$ cat config.mk
export PLATFORM = sky130hd
export DESIGN_NAME = reaction_controller
export DESIGN_NICKNAME = d
export VERILOG_FILES = /design/src/rtl/reaction_pkg.sv /design/src/rtl/lfsr16.sv /design/src/rtl/reaction_controller.sv
export SDC_FILE = /design/constraint.sdc
export NUM_CORES = 1
export LEC_CHECK = 0
export ABC_CLOCK_PERIOD_IN_PS = 4050
export CAP_MARGIN = 20
export CELL_PAD_IN_SITES_DETAIL_PLACEMENT = 1
export CELL_PAD_IN_SITES_GLOBAL_PLACEMENT = 1
export CORE_ASPECT_RATIO = 2
export CORE_MARGIN = 5
export CORE_UTILIZATION = 47
export DETAILED_ROUTE_END_ITERATION = 16
export GPL_TIMING_DRIVEN = 0
export PLACE_DENSITY_LB_ADDON = 0.25
export SLEW_MARGIN = 30
export SYNTH_ARGS = -nofsm -noshare
export SYNTH_HDL_FRONTEND = slang
export SYNTH_HIERARCHICAL = 1
export SYNTH_SLANG_ARGS = --single-unit
$ cat constraint.sdc
create_clock -name clk -period 4.05 [get_ports clk]
set_input_delay 0.81 -clock clk [delete_from_list [all_inputs] [get_ports clk]]
set_output_delay 0.81 -clock clk [all_outputs]
set_load 0.01 [all_outputs]
$ cat src/rtl/reaction_pkg.sv
// Shared types and constants for the reaction-timer game controller.
//   rt_state_t : sequencer states
//   MS_W       : width of every millisecond quantity (0..9999 fits in 14 bits)
//   LFSR_SEED  : value loaded into the hold-off LFSR on reset
//   lfsr_step  : one shift of the 16-bit Fibonacci LFSR, taps 16,14,13,11
package reaction_pkg;

  typedef enum logic [2:0] {IDLE, ARM, GO, DONE, FOUL} rt_state_t;

  localparam int          MS_W      = 14;
  localparam logic [15:0] LFSR_SEED = 16'hACE1;

  function automatic logic [15:0] lfsr_step(input logic [15:0] q);
    return {q[14:0], q[15] ^ q[13] ^ q[12] ^ q[10]};
  endfunction

endpackage

$ cat src/rtl/lfsr16.sv
// Free-running 16-bit Fibonacci LFSR used to randomise the GO hold-off.
// Ports:
//   clk : system clock
//   rst : synchronous active-high reset, reloads LFSR_SEED
//   q   : current LFSR state, advances every clock
module lfsr16
  import reaction_pkg::*;
(
  input  logic        clk,
  input  logic        rst,
  output logic [15:0] q
);

  always_ff @(posedge clk) begin
    if (rst) q <= LFSR_SEED;
    else     q <= lfsr_step(q);
  end

endmodule

$ cat src/rtl/reaction_controller.sv
// Top-level sequencer for the reaction-timer game: waits for start, holds off a
// pseudo-random delay, lights GO and runs the stopwatch, latches the reaction
// time, flags false starts and timeouts, and tracks the best score.
// Ports:
//   clk          : system clock
//   rst          : synchronous active-high reset
//   btn_start    : single-cycle pulse, begin a round
//   btn_react    : single-cycle pulse, player reaction
//   elapsed_ms   : stopwatch elapsed time, 0..MAX_MS
//   start_watch  : run enable for the stopwatch
//   watch_rst    : one-cycle clear pulse for the stopwatch
//   led_go       : GO lamp
//   foul         : false-start indicator
//   timeout      : no press before MAX_MS
//   result_valid : result_ms is displayable
//   result_ms    : latched reaction time
//   best_ms      : lowest valid result since reset
module reaction_controller
  import reaction_pkg::*;
#(
  parameter int CLKS_PER_MS  = 100_000,
  parameter int MIN_DELAY_MS = 1000,
  parameter int MAX_MS       = 9999,
  parameter int SHOW_MS      = 3000
) (
  input  logic            clk,
  input  logic            rst,
  input  logic            btn_start,
  input  logic            btn_react,
  input  logic [MS_W-1:0] elapsed_ms,
  output logic            start_watch,
  output logic            watch_rst,
  output logic            led_go,
  output logic            foul,
  output logic            timeout,
  output logic            result_valid,
  output logic [MS_W-1:0] result_ms,
  output logic [MS_W-1:0] best_ms
);

  localparam int              TW        = (CLKS_PER_MS > 1) ? $clog2(CLKS_PER_MS) : 1;
  localparam logic [TW-1:0]   TICK_LAST = TW'(CLKS_PER_MS - 1);
  localparam logic [MS_W-1:0] MS_MAX    = MS_W'(MAX_MS);
  localparam logic [MS_W-1:0] MIN_DLY   = MS_W'(MIN_DELAY_MS);
  localparam logic [MS_W-1:0] SHOW_LAST = MS_W'(SHOW_MS - 1);

  rt_state_t       state, state_next;
  logic [TW-1:0]   tick_cnt;
  logic            tick;
  logic [15:0]     lfsr_q;
  logic            lfsr_unused;
  logic [MS_W-1:0] delay_cnt, delay_cnt_d;
  logic [MS_W-1:0] show_cnt, show_cnt_d;
  logic            start_watch_d, watch_rst_d, led_go_d, foul_d, timeout_d, result_valid_d;
  logic [MS_W-1:0] result_ms_d, best_ms_d;

  lfsr16 u_lfsr (
    .clk (clk),
    .rst (rst),
    .q   (lfsr_q)
  );

  // Only the low 11 bits feed the hold-off; the rest just keep the sequence long.
  assign lfsr_unused = ^lfsr_q[15:11];

  assign tick = (tick_cnt == TICK_LAST);

  // ms tick divider, restarted whenever the state changes so every state
  // sees a full millisecond before its first tick
  always_ff @(posedge clk) begin
    if (rst)                                tick_cnt <= '0;
    else if (state_next != state || tick)   tick_cnt <= '0;
    else                                    tick_cnt <= tick_cnt + TW'(1);
  end

  always_comb begin
    state_next     = state;
    delay_cnt_d    = delay_cnt;
    show_cnt_d     = show_cnt;
    start_watch_d  = start_watch;
    watch_rst_d    = 1'b0;
    led_go_d       = led_go;
    foul_d         = foul;
    timeout_d      = timeout;
    result_valid_d = result_valid;
    result_ms_d    = result_ms;
    best_ms_d      = best_ms;
    case (state)
      IDLE, DONE, FOUL: begin
        if (btn_start) begin
          delay_cnt_d    = MIN_DLY + MS_W'(lfsr_q[10:0]);
          watch_rst_d    = 1'b1;
          start_watch_d  = 1'b0;
          led_go_d       = 1'b0;
          result_valid_d = 1'b0;
          foul_d         = 1'b0;
          timeout_d      = 1'b0;
          state_next     = ARM;
        end else if (state != IDLE && tick) begin
          // displays stay latched after the auto-return
          if (show_cnt == SHOW_LAST) state_next = IDLE;
          else                       show_cnt_d = show_cnt + MS_W'(1);
        end
      end
      ARM: begin
        if (btn_react) begin
          foul_d        = 1'b1;
          start_watch_d = 1'b0;
          led_go_d      = 1'b0;
          show_cnt_d    = '0;
          state_next    = FOUL;
        end else if (tick) begin
          if (delay_cnt == '0) begin
            led_go_d      = 1'b1;
            start_watch_d = 1'b1;
            state_next    = GO;
          end else begin
            delay_cnt_d = delay_cnt - MS_W'(1);
          end
        end
      end
      GO: begin
        if (btn_react) begin
          result_ms_d    = elapsed_ms;
          result_valid_d = 1'b1;
          start_watch_d  = 1'b0;
          led_go_d       = 1'b0;
          show_cnt_d     = '0;
          if (elapsed_ms < best_ms) best_ms_d = elapsed_ms;
          state_next     = DONE;
        end else if (elapsed_ms == MS_MAX) begin
          result_ms_d    = MS_MAX;
          timeout_d      = 1'b1;
          result_valid_d = 1'b1;
          start_watch_d  = 1'b0;
          led_go_d       = 1'b0;
          show_cnt_d     = '0;
          state_next     = DONE;
        end
      end
      default: state_next = IDLE;
    endcase
  end

  always_ff @(posedge clk) begin
    if (rst) begin
      state        <= IDLE;
      delay_cnt    <= '0;
      show_cnt     <= '0;
      start_watch  <= 1'b0;
      watch_rst    <= 1'b0;
      led_go       <= 1'b0;
      foul         <= 1'b0;
      timeout      <= 1'b0;
      result_valid <= 1'b0;
      result_ms    <= '0;
      best_ms      <= MS_MAX;
    end else begin
      state        <= state_next;
      delay_cnt    <= delay_cnt_d;
      show_cnt     <= show_cnt_d;
      start_watch  <= start_watch_d;
      watch_rst    <= watch_rst_d;
      led_go       <= led_go_d;
      foul         <= foul_d;
      timeout      <= timeout_d;
      result_valid <= result_valid_d;
      result_ms    <= result_ms_d;
      best_ms      <= best_ms_d;
    end
  end

endmodule

After elaboration in Yosys (flattened, before gate mapping):

Index checks and enable logic that the tools add are counted.

* output and inout port bits: 34
* bits of input ports: 18
* logic and storage cells: 100
* register bits after elaboration: 97

* reductions and logical operators: 20
* equality and inequality tests: 21
* magnitude comparators: 1
* muxes and demuxes: 38
* bitwise logic cells: 4
* add/sub/neg operators: 4

Operators by type and width (number)
* $mux W14: 12
* $pmux W14 S3: 1
* $pmux W14 S2: 1
* $mux W3: 8
* $ne A2 B2 Y1 const B: 10
* $add A17 B1 Y17 const B: 1
* $eq A17 B17 Y1 const B: 1
* $add A14 B1 Y14 const B: 1
* $eq A14 B12 Y1 const B: 1
* $eq A14 B14 Y1 const B: 1
* $logic_not A14 Y1: 1
* $lt A14 B14 Y1: 1
* $sub A14 B1 Y14 const B: 1
* $add A10 B11 Y12 const A: 1
* $mux W1: 11
* $reduce_and A5 Y1: 2
* $ne A3 B3 Y1 const B: 3
* $pmux W3 S3: 1
* $reduce_and A3 Y1: 3
* $eq A3 B2 Y1 const B: 2
* $pmux W1 S2: 3
* $reduce_and A6 Y1: 1
* $reduce_bool A2 Y1: 3
* $reduce_bool A3 Y1: 2
* other kinds (13): 16

Logic depth before layout (Yosys ltp):

Gate-level depths: netlist of run 1.

* word-level depth: 8
* mapped depth: 8
* gate-level depth less buffers: 7

Hierarchy:

Netlist of run 1, hierarchy kept.

Modules (own cells, without submodules)
* reaction_controller: seq. area each 1621.6 um2, cells each 540, instances 1, area each 4573.1 um2
* lfsr16: seq. area each 320.3 um2, cells each 36, instances 1, area each 454.2 um2

Worst setup path before layout of run 1:

No wires, ideal clock.

* path kind: input to register
* start point: input elapsed_ms[5]
* end point: register tick_cnt[1]
* data arrival time: 2367 ps
* path slack: 1560 ps
* required time: 3928 ps
* stages: 7
* buffers on the path: 2
* setup time: 122 ps
* path through: or4b_2 nor4_4 or3_1 a211o_1 buf_6 buf_6 nor3b_2

* word-level cells in the longest chain between the ends: 7

Ends and longest elaborated chain
* start: declaration: line reaction_controller.sv:30 `input logic [MS_W-1:0] elapsed_ms,`
* $eq A14 B14 Y1: line reaction_controller.sv:131 `end else if (elapsed_ms == MS_MAX) begin`
* $mux W3: line reaction_controller.sv:131
* $mux W3: line reaction_controller.sv:123 `if (btn_react) begin`
* $pmux W3 S3: line reaction_controller.sv:88 `case (state)`
* $ne A3 B3 Y1: line reaction_controller.sv:72 `else if (state_next != state || tick) tick_cnt <= '0;`
* $logic_or A1 B1 Y1: line reaction_controller.sv:72
* $reduce_or A2 Y1 (no source line)
* end signal: assignment: line reaction_controller.sv:73 `else tick_cnt <= tick_cnt + TW'(1);`
* end: declaration: line reaction_controller.sv:48 `logic [TW-1:0] tick_cnt;`

Every way passes these cells.
A chain may end at the register's enable or synchronous reset.

Worst setup path in the final report of run 1:

* start point: input rst
* end point: register result_ms[12]

RTL lines
* start: declaration: line reaction_controller.sv:27 `input logic rst,`
* end signal: assignment: line reaction_controller.sv:168 `result_ms <= result_ms_d;`
* end: declaration: line reaction_controller.sv:37 `output logic [MS_W-1:0] result_ms,`

No word-level cell between the ends.

==> metrics.yaml, run 1 <==
clk_latency_ns: 0.35
crit_type: "in2reg"
max_cap_violations: 0
drc: 0
ctsRootBufferMaster: "clkbuf_16"
crit_family: "buffers and inverters"
syn_area_um2: 5030
holdBufCountCts: 0
grt_max_degree: 17
first_iter_violations: 117
antenna_found_initial: 0
p_leak_nw: 2.21
drtAntennaViolNets: 0
die_w_um: 83.1
coreArea_um2: 10500
min_path_type: "reg2reg"
setup_viol: 0
finalWirelength_um: 14600
peakVddDrop_uv: 232
synth.distinct_cells: 72
worstPathMaxFanout: 10
cts_buffer_depth: 2
nets: 672
relSlewSlack_pct: 39.5
cp.required_ns: 4.26
drtPass1Iterations: 4
rsz0062_at_grt: "false"
diodes: 0
synthDominantCellAreaShare_pct: 38.6
fin_skew_ns: 0.00807
syn2layout_area_growth_pct: 19.9
worst-path-buf-inv: 5
worst_path_max_delay_cell: "clkdlybuf4s50_1"
cts_tree: "yes"
synth_nets: 611
power_density_nw_per_um2: 369
fmax_mhz: 309
grt_pass1_wl_um: 24300
drive_gt1_share_pct: 9.66
period_needed_ns: 3.24
synthArstFlopShare_pct: 0
end_kind: "flip-flop"
timing.rr.start: "show_cnt[1]$_SDFFE_PP0P_"
via_per_inst: 5.92
cts_resized: 0
synth-edff-count: 0
yosysWarnings: 6
crit_top_cell: "clkbuf_1"
crit_path_start_kind: "input pin"
post-cts-setup-buffers: 0
status: "finished, final reports clean"
syn_inst: 576
cp_cell_sequence: "clkdlybuf4s50_1 -> clkbuf_1 -> clkbuf_1 -> clkbuf_1 -> clkbuf_1 -> nor2_1"
ys_seq_elements: 97
gr-total-overflow: 0
track_usage_pct: 23.1
pin_count: 52
synth_common_cells: "97 x dfxtp_1, 61 x nor2_1, 32 x a21oi_1, 30 x nand2_1, 27 x nor3_1"
seq_area_frac_synth_pct: 38.6
postPlaceCellArea_um2: 5710
tns_ns: 0
startpoint: "rst"
worst_ep_arrival_time_ns: 3.44
grt_pass1_vias: 5176
synth.most_common_cell: "dfxtp_1"
initial_core_util_pct: 48.0
synth_ff_type: "dfxtp_1"
cts-buffers-inserted: 9
drv_slew: 0
hpwl_um: 11100
yosysTopAreaCell: "dfxtp_1"
finalHoldViolCount: 0
htreeDepth: 3
max_slew.worst_pin.slew_ns: 0.907
dieArea_um2: 13000
final_area_um2: 6030
fp.dieH_um: 156
cts.sinks: 97
hp-start: "u_lfsr/q[14]$_SDFF_PP0_"
slowest_delay_ns: 0.65
synth.area.top_cells: "dfxtp_1 39%, nor2_1 4.6%, ha_1 4.2%"
rows: 53
io_buffer_count: 50
wl_per_cell_um: 18.7
avgSynthCellArea_um2: 8.73
cts.clk_slew.worst_paths_ns: 0.07
nFillCells: 1276
routabilityCongestion: 0.828
vias: 4610
fin_crit_sh_pct: 79.9
[metrics by stage]
stage	worst slack [ns]	std cells	utilization (%)	hold WS [ns]	total power, mW
floorplan	1.56	576	-	0.383	1.22
global placement	0.504	763	54.4	0.395	1.30
detailed placement	0.466	763	54.5	0.406	1.32
CTS	0.820	779	57.5	0.426	2.24
global route	0.680	779	57.5	0.440	2.32
finish	0.812	779	57.5	0.418	2.22
[sequential cells by signal, summed over array words and instances (netlist names)]
signal	cells
state	3
best_ms	14
tick_cnt	17
watch_rst	1
u_lfsr/q	16
led_go	1
foul	1
result_valid	1
delay_cnt	14
show_cnt	14
result_ms	14
timeout	1
[area by class of cell]
cell class	count	area [um^2]	share of cell area [%]
Clock inverter	6	92.6	1.54
Inverter	25	93.8	1.56
Buffer	28	156	2.59
Tap cell	137	171	2.84
Multi-Input combinational cell	426	2840	47.1
Timing Repair Buffer	50	500	8.30
Sequential cell	97	1940	32.2
Clock buffer	10	229	3.80
[power breakdown]
part           total, mW  internal [mW]  leakage [nW]  switching (mW)
combinational      0.283          0.116          1.27           0.167
sequential          1.02          0.985         0.789          0.0325
clock              0.923          0.544         0.149           0.379
total               2.22           1.64          2.21           0.579
[routing by layer]
| metal | routed length [um] | up-vias | GRT usage, % |
|---|---|---|---|
| met4 | 671 | 0 | 13.2 |
| met1 | 5250 | 2261 | 21.9 |
| met5 | 0 | - | 0 |
| li1 | - | 2179 | - |
| met2 | 8050 | 116 | 44.9 |
| met3 | 579 | 54 | 4.95 |
[cells in the final DEF (no fill, tap or decap), drive strengths merged, types with 17 or more instances in the layout]
master         netlist  routed
nand2b              24      24
a21oi               32      32
clkdlybuf4s50        0      50
dfxtp               97      97
nor2                62      62
o21ai               27      27
nand2               31      31
clkbuf              13      23
nor3                36      36
ha                  17      17
inv                 25      25
[path summary, 6_finish.rpt]
path | endpoint | slack [ns] | cells past startpoint
max | result_ms[12]$_SDFFE_PP0P_ | 0.81 | 6
min | u_lfsr/q[15]$_SDFF_PP1_ | 0.42 | 1
max reg2reg | show_cnt[7]$_SDFFE_PP0P_ | 1.48 | 7
min reg2reg | u_lfsr/q[15]$_SDFF_PP1_ | 0.42 | 1
[kinds of logic (layout without fill, tap and decap cells)]
logic type                 count (synthesis)  after routing  share of synthesized area, %
AOI/OAI and AO/OA                        119            119                          15.0
xor gates and xnor gates                  24             24                          4.18
adders and majority gates                 17             17                          4.23
buffers and inverters                     53            119                          4.98
DFF                                       97             97                          38.6
muxes                                     17             17                          3.41
and+or+nand+nor                          249            249                          29.6
Note: power is estimated with default switching activity, not from simulation.
==> inputs of run 2 (changes only) <==
- ABC_CLOCK_PERIOD_IN_PS: 4050 -> 3100
- CORE_UTILIZATION: 47 -> 43
- clock period: 4.05 -> 3.1 ns (I/O delays scaled with it)
==> metrics.yaml, run 2 (synthesis gave the netlist of run 1 again) <==
status: "finished, final reports clean"
pwr-share-clk_pct: 41.9  # +0.4 points
p_int_mw: 2.17  # +32%
layout_commonest_cell: "dfxtp_1"
pwr-share-comb_pct: 12.7  # about the same
pin_count: 52  # unchanged
rsz0062_at_grt: "false"
rows: 56  # +5.7%
drc: 0  # unchanged
worst_ep_arrival_time_ns: 2.95  # -0.49 ns
holdBufCountCts: 0  # unchanged
post_layout_nonfiller_instances: 787  # +1.0%
p_seq_share_pct: 45.4  # -0.4 points
antenna_found_initial: 0  # unchanged
worstPathMaxFanout: 10  # unchanged
first_iter_violations: 167  # +43%
finalWirelength_um: 14900  # +2.6%
min_path_type: "reg2reg"
relSlewSlack_pct: 44.7  # +5.2 points
power_mw: 2.93  # +32%
top_register: "tick_cnt"
grt_pass1_vias: 5101  # -1.4%
top_regs: "tick_cnt: 17 flops, u_lfsr/q: 16 flops"
power_density_nw_per_um2: 484  # +31%
clk_latency_ns: 0.35  # about the same
syn2layout_area_growth_pct: 20.3
grt_pass1_wl_um: 24500  # +0.91%
drtAntennaViolNets: 0  # unchanged
peakVddDrop_uv: 315  # +35%
largest_reg_flops: 17  # unchanged
gr-total-overflow: 0  # unchanged
swShare_pct: 25.9  # -0.15 points
io_buffer_count: 50  # unchanged
grt_max_degree: 17  # unchanged
crit_path_start_kind: "input pin"
dieArea_um2: 14100  # +8.4%
max_cap_violations: 0  # unchanged
vias: 4568  # -0.91%
max_slew.worst_pin.slew_ns: 0.821  # -0.0862 ns
whs_ns: 0.412  # -0.00594 ns
via_per_inst: 5.80  # -1.9%
die_w_um: 86.5  # +4.0%
end_kind: "flip-flop"
p_sw_mw: 0.758  # +31%
diodes: 0  # unchanged
routabilityCongestion: 0.888  # +7.3%
track_usage_pct: 22.1  # -0.98 points
p_leak_nw: 2.22  # +0.73%
drv_slew: 0  # unchanged
cp.required_ns: 3.28  # -0.98 ns
placed_cells: 771  # +1.0%
fmax_mhz: 361
crit_type: "in2reg"
cts_tree: "yes"
final_util_pct: 52.0  # -5.5 points
finalHoldViolCount: 0  # unchanged
fin_ws_ns: 0.333  # -0.479 ns
fin_crit_sh_pct: 89.3
cts-buffers-inserted: 9  # unchanged
drtPass1Iterations: 4  # unchanged
post-cts-setup-buffers: 0  # unchanged
fin_skew_ns: 0.00831  # +0.000245 ns
coreArea_um2: 11600  # +11%
cts_buffer_depth: 2  # unchanged
period_needed_ns: 2.77
htreeDepth: 3  # unchanged
hpwl_um: 11700  # +5.4%
cts.sinks: 97  # unchanged
most-common-layout-cells: "97 x dfxtp_1, 61 x nor2_1, 50 x clkdlybuf4s50_1"
drive_gt1_share_pct: 10.1  # +0.47 points
dp_slack_ns: -0.400  # -0.867 ns
wl_per_cell_um: 19.0  # +1.5%
cts.clk_slew.worst_paths_ns: 0.06  # about the same
ctsRootBufferMaster: "clkbuf_16"
fp.dieH_um: 163  # +4.3%
initial_core_util_pct: 43.2  # -4.8 points
nets: 672  # unchanged
setup_viol: 0  # unchanged
-- run 2: cell count changes in the layout (fill, tap and decap cells not counted), sizes merged --
| cell | before | now |
|---|---|---|
| clkinvlp | 2 | 1 |
| inv | 25 | 26 |
-- run 2: final cells by class --
class	instances	area, um^2
Clock buffer	10	239
Inverter	25	93.8
Multi-Input combinational cell	426	2840
Buffer	28	159
Sequential cell	97	1940
Tap cell	145	181
Timing Repair Buffer	50	500
Clock inverter	6	90.1
Fill cell	1409	5580
-- run 2: repair_timing --
item	in CTS	in global routing
pin swaps	0	0
endpoints found under the setup margin	8	1
gates resized for setup	1	2
-- run 2: power by group through the flow --
stage	clock network (mW)	logic, mW	registers (mW)
finish	1.23	0.372	1.33
global route	1.31	0.409	1.34
CTS	1.25	0.373	1.33
detailed placement	0	0.367	1.36
global placement	0	0.353	1.35
floorplan	0	0.251	1.34
-- run 2: routing by layer --
layer / wire [um] / up-vias / share of wire, % / track usage [%]
met4: 729 / 0 / 4.9 / 12.8
li1: - / 2184 / - / -
met5: 0 / - / 0 / 0
met3: 472 / 56 / 3.2 / 4.00
met2: 8430 / 103 / 57 / 42.6
met1: 5290 / 2225 / 35 / 20.9
-- run 2: metrics by stage --
stage,instance area (um^2),TNS [ns]
floorplan,5030,0
global placement,5710,-2.88
detailed placement,5720,-3.53
CTS,6050,0
global route,6050,0
finish,6050,0
-- run 2: worst paths after layout --
kind | start | endpoint | slack, ns | cells past startpoint
hold / removal | u_lfsr/q[14]$_SDFF_PP0_ | u_lfsr/q[15]$_SDFF_PP1_ | 0.41 | 1
hold reg to reg | u_lfsr/q[14]$_SDFF_PP0_ | u_lfsr/q[15]$_SDFF_PP1_ | 0.41 | 1
setup / recovery | rst | watch_rst$_SDFF_PP0_ | 0.33 | 6
setup reg to reg | delay_cnt[1]$_SDFFE_PP0P_ | delay_cnt[3]$_SDFFE_PP0P_ | 0.55 | 8
-- run 2: worst max-delay path, stage by stage --
cell,delay (ns)
clkdlybuf4s50_1,0.65
clkbuf_1,0.41
clkbuf_2,0.35
clkbuf_1,0.41
clkbuf_2,0.38
nor2_1,0.12
